[config.mk]
export PLATFORM = sky130hd
export DESIGN_NAME = fifo_rd_stream
export DESIGN_NICKNAME = d
export VERILOG_FILES = /design/src/rtl/fifo_rd_stream.sv
export SDC_FILE = /design/constraint.sdc
export NUM_CORES = 1
export LEC_CHECK = 0
export CAP_MARGIN = 20
export CORE_MARGIN = 1
export CORE_UTILIZATION = 35
export CTS_BUF_LIST = sky130_fd_sc_hd__clkbuf_8
export DETAILED_ROUTE_END_ITERATION = 8
export GPL_TIMING_DRIVEN = 0
export SETUP_SLACK_MARGIN = 0.5
export SYNTH_ARGS = -nofsm -noshare
export SYNTH_HDL_FRONTEND = slang
export SYNTH_SLANG_ARGS = --single-unit
[constraint.sdc]
create_clock -name clk -period 4.01 [get_ports clk]
set_input_delay 0.802 -clock clk [delete_from_list [all_inputs] [get_ports clk]]
set_output_delay 0.802 -clock clk [all_outputs]
set_load 0.03 [all_outputs]
[src/rtl/fifo_rd_stream.sv]
`default_nettype none
// ============================================================================
// Module   : fifo_rd_stream
// Purpose  : Converts the standard-mode FIFO read port into a valid/ready
//            stream. A read is issued only when a buffer slot is guaranteed
//            for the returning word. With a 2-entry skid buffer this gives
//            one word per cycle at full throughput.
// Ports    : clk, reset (sync, active-high), flush (sync discard)
//            fifo_empty, fifo_read_req, fifo_read_data  - FIFO read side
//            out_valid, out_ready, out_data             - stream side
//            level                                      - buffered words 0..2
// Revision : 1.0 - initial release
// ============================================================================
module fifo_rd_stream #(
  parameter int WIDTH = 8
) (
  input  logic             clk,
  input  logic             reset,
  input  logic             flush,
  input  logic             fifo_empty,
  output logic             fifo_read_req,
  input  logic [WIDTH-1:0] fifo_read_data,
  output logic             out_valid,
  input  logic             out_ready,
  output logic [WIDTH-1:0] out_data,
  output logic [1:0]       level
);

  logic [WIDTH-1:0] r_buf [2];
  logic             r_head;
  logic [1:0]       r_count;
  logic             r_inflight;

  logic             w_pop;
  logic [1:0]       w_credit;
  logic             w_wr_idx;

  assign out_valid = (r_count != 2'd0);
  assign out_data  = r_head ? r_buf[1] : r_buf[0];
  assign level     = r_count;
  assign w_pop     = out_valid & out_ready;

  // Slots committed after this cycle: buffered plus in-flight, minus the
  // word leaving now. The credit rule keeps count+inflight <= 2 and a pop
  // only happens with count >= 1, so this never wraps. It is also the next
  // count, because the in-flight word lands in the buffer this cycle.
  assign w_credit  = r_count + {1'b0, r_inflight} - {1'b0, w_pop};

  assign fifo_read_req = ~reset & ~flush & ~fifo_empty & (w_credit < 2'd2);

  // Tail slot is (head + count) mod 2. When a pop and a push coincide with
  // one word buffered, the head moves onto exactly the slot being written.
  assign w_wr_idx  = r_head ^ r_count[0];

  always_ff @(posedge clk) begin
    if (reset) begin
      r_count    <= 2'd0;
      r_head     <= 1'b0;
      r_inflight <= 1'b0;
      r_buf[0]   <= '0;
      r_buf[1]   <= '0;
    end else if (flush) begin
      // The word returning this cycle is discarded along with the buffer.
      r_count    <= 2'd0;
      r_head     <= 1'b0;
      r_inflight <= 1'b0;
    end else begin
      r_count    <= w_credit;
      r_head     <= r_head ^ w_pop;
      r_inflight <= fifo_read_req;
      if (r_inflight) begin
        r_buf[w_wr_idx] <= fifo_read_data;
      end
    end
  end

endmodule
`default_nettype wire

==> qor.yml <==
sta:
  timing_worst_slew_pin_value_ns: 0.691
  clock-skew-final_ns: 0.00121
  rsz0062_at_grt: "no"
  period_share_pct: 83.4
  final_hold_viol_count: 0
  finalSetupTns_ns: 0
  max_freq_mhz: 299
  finalMaxSlewViolations: 0
  max-slew-margin-rel_pct: 53.6
  post-route-min-period_ns: 3.34
  finalSetupViolations: 0
critical_path:
  cp_cell_sequence: "clkdlybuf4s50_1, o21a_1, ha_1, inv_1, ha_1, xor3_2, nor4_1, clkbuf_2"
  crit_arrival_ns: 2.54
  crit_type: "input pin to primary output"
  path_delay_family: "buffers and inverters"
  r2r_cells: 2
  slowest_delay_ns: 0.45
  critPathSlowestCell: "clkdlybuf4s50_1"
  crit_path_end_kind: "primary output"
  path_max_fanout: 3
  cp.depth: 8
  cp_num_buf_inv: 3
  critPathMostFrequentCell: "ha_1"
  required_ns: 3.21
  cp-start-kind: "input pin"
global_route:
  grtUsageMet1_pct: 15.7
  grt_first_pass_wirelength_um: 2640
  grt_start_max_net_pins: 11
  grt_pass1_vias: 578
  track_usage_pct: 12.8
  grt_antenna_before_repair: 0
  grt-busiest-layer: "met2"
  grt_use_met3_pct: 2.46
  grt_use_met2_pct: 22.7
  overflow: 0
cells_and_area:
  antennaDiodeCount: 0
  finalInstanceArea_um2: 1270
  num-fill-cells: 236
  final_nets: 110
  multi_input_area_um2: 372
  regArea_um2: 561
  fin_util_pct: 49.7
  layout-drive-gt1-share_pct: 28.0
  final_cells: 123
  syn2layout_area_growth_pct: 30.0
place:
  port_buffers: 22
  dp_cells: 120
  place_area_um2: 1240
  gp_congestion: 0.663
  dp_hpwl_um: 1240
synth:
  ys_seq_elements: 20
  syn-num-nets: 83
  syn_area_per_cell_um2: 14.4
  yosys_warnings: 0
  netlist_area_um2: 981
  netlist_instances: 68
  synth_cell_types: 20
  ys_seq_area_share_pct: 57.1
route:
  drt-initial-drc-count: 11
  dr.pass1.iters: 3
  finalWirelength_um: 1700
  wl_per_cell_um: 13.8
  remaining_drc_errors: 0
  dr_total_vias: 605
  ant_nets: 0
  drt-vias-per-instance: 4.92
min_path:
  hold_path_class: "register to register"
  whs_path_depth: 2
run:
  maxCapViolCount: 0
clocking:
  clock_latency_ns: 0.25
  postCtsHoldBufs: 0
  cts-root-buf: "clkbuf_8"
  cts_num_sinks: 20
  h-tree-depth: 1
  cts_buffer_depth: 2
  post_cts_buffers: 0
  cts_tree: "built"
  path_clk_slew_ns: 0.07
  postCtsResizedCells: 2
  cts_buffers: 3
power:
  p_leak_nw: 0.551
  p_per_area_nw_per_um2: 326
  ir_worst_vdd_mv: 0.165
die:
  die_area_um2: 3020
  rows: 18
  io-pin-count: 25
  die_h_um: 54.9
  start_util_pct: 38.2
  fp.dieW_um: 54.9
  core_region_area_um2: 2570
outcome:
  status: "complete, no violations"
layer usage:
layer / vias to the layer above / wire length (um)
met5: - / 0
met4: 0 / 0
met3: 0 / 66
met2: 15 / 873
met1: 284 / 761
li1: 306 / -
worst register-to-register path, delay by kind of cell, from the launching register on:
family          cells  cell delay [ns]
compound gates      1             0.42
xor+xnor            1             0.56
flops               1             0.44
cell usage after synthesis:
cell type / count / area [um2]
nor4_1: 2 / 12.5
buf_6: 3 / 33.8
and2b_2: 1 / 8.76
nor3b_4: 1 / 18.8
edfxtp_1: 16 / 480
or2_2: 1 / 6.26
a21o_1: 2 / 15.0
nor3_1: 1 / 5.00
xnor2_1: 1 / 8.76
mux2_2: 9 / 101
ha_1: 2 / 25.0
xor2_1: 1 / 8.76
buf_4: 1 / 7.51
nor3b_1: 3 / 22.5
dfxtp_1: 4 / 80.1
o21a_1: 1 / 7.51
and3_2: 5 / 37.5
xor3_2: 1 / 25.0
and3_1: 11 / 68.8
inv_1: 2 / 7.51
placed cells by master, fill, tap and decap left out, drive strengths merged:
master / instances
clkdlybuf4s50: 21
edfxtp: 16
and3: 16
mux2: 9
dfxtp: 4
buf: 4
nor3b: 4
clkbuf: 4
inv: 2
a21o: 2
nor4: 2
ha: 2
o21a: 1
xnor2: 1
and2b: 1
xor2: 1
xor3: 1
or2: 1
nor3: 1
cell type report:
| type | count | area share [%] |
|---|---|---|
| flip-flops and latches | 20 | 44.0 |
| repair buffers | 22 | 16.9 |
| multi-input cells | 42 | 29.1 |
| inverters | 2 | 0.589 |
| well taps | 30 | 2.94 |
| clock buffers | 3 | 3.24 |
| plain buffers | 4 | 3.24 |
metrics by stage:
stage / setup slack, ns / hold WS (ns) / power (mW)
final: 0.667 / 0.732 / 0.415
after global routing: 0.593 / 0.753 / 0.432
after CTS: 0.502 / 0.739 / 0.421
after detailed placement: 0.220 / 0.716 / 0.298
after global placement: 0.218 / 0.722 / 0.297
after floorplan: 0.691 / 0.785 / 0.271
cells by family (layout without fill, tap and decap cells):
kind of cell	count (synthesis)	after routing	share of synthesized area [%]
muxes	9	9	10.3
AOI/OAI and AO/OA	3	3	2.30
and+or+nand+nor	25	25	18.4
adders and majority gates	2	2	2.55
xor gates and xnor gates	3	3	4.34
buffers and inverters	6	31	4.97
DFF	20	20	57.1
power by group:
group	leakage, nW	switching, mW	internal, mW
Clock	0.0216	0.0564	0.0666
Sequential	0.198	0.00268	0.232
Combinational	0.331	0.0290	0.0292
Total	0.551	0.0881	0.327
worst paths after layout:
path             start            end  slack (ns)
min reg2reg   level[1]         r_head        0.73
min           level[1]         r_head        0.73
max reg2reg   level[0]    r_buf[1][7]        2.25
max          out_ready  fifo_read_req        0.67
registers in the layout, summed over array words and instances, names as in the netlist:
register	count
r_head	1
level	2
r_buf	16
r_inflight	1
Note: power is estimated with default switching activity, not from simulation.
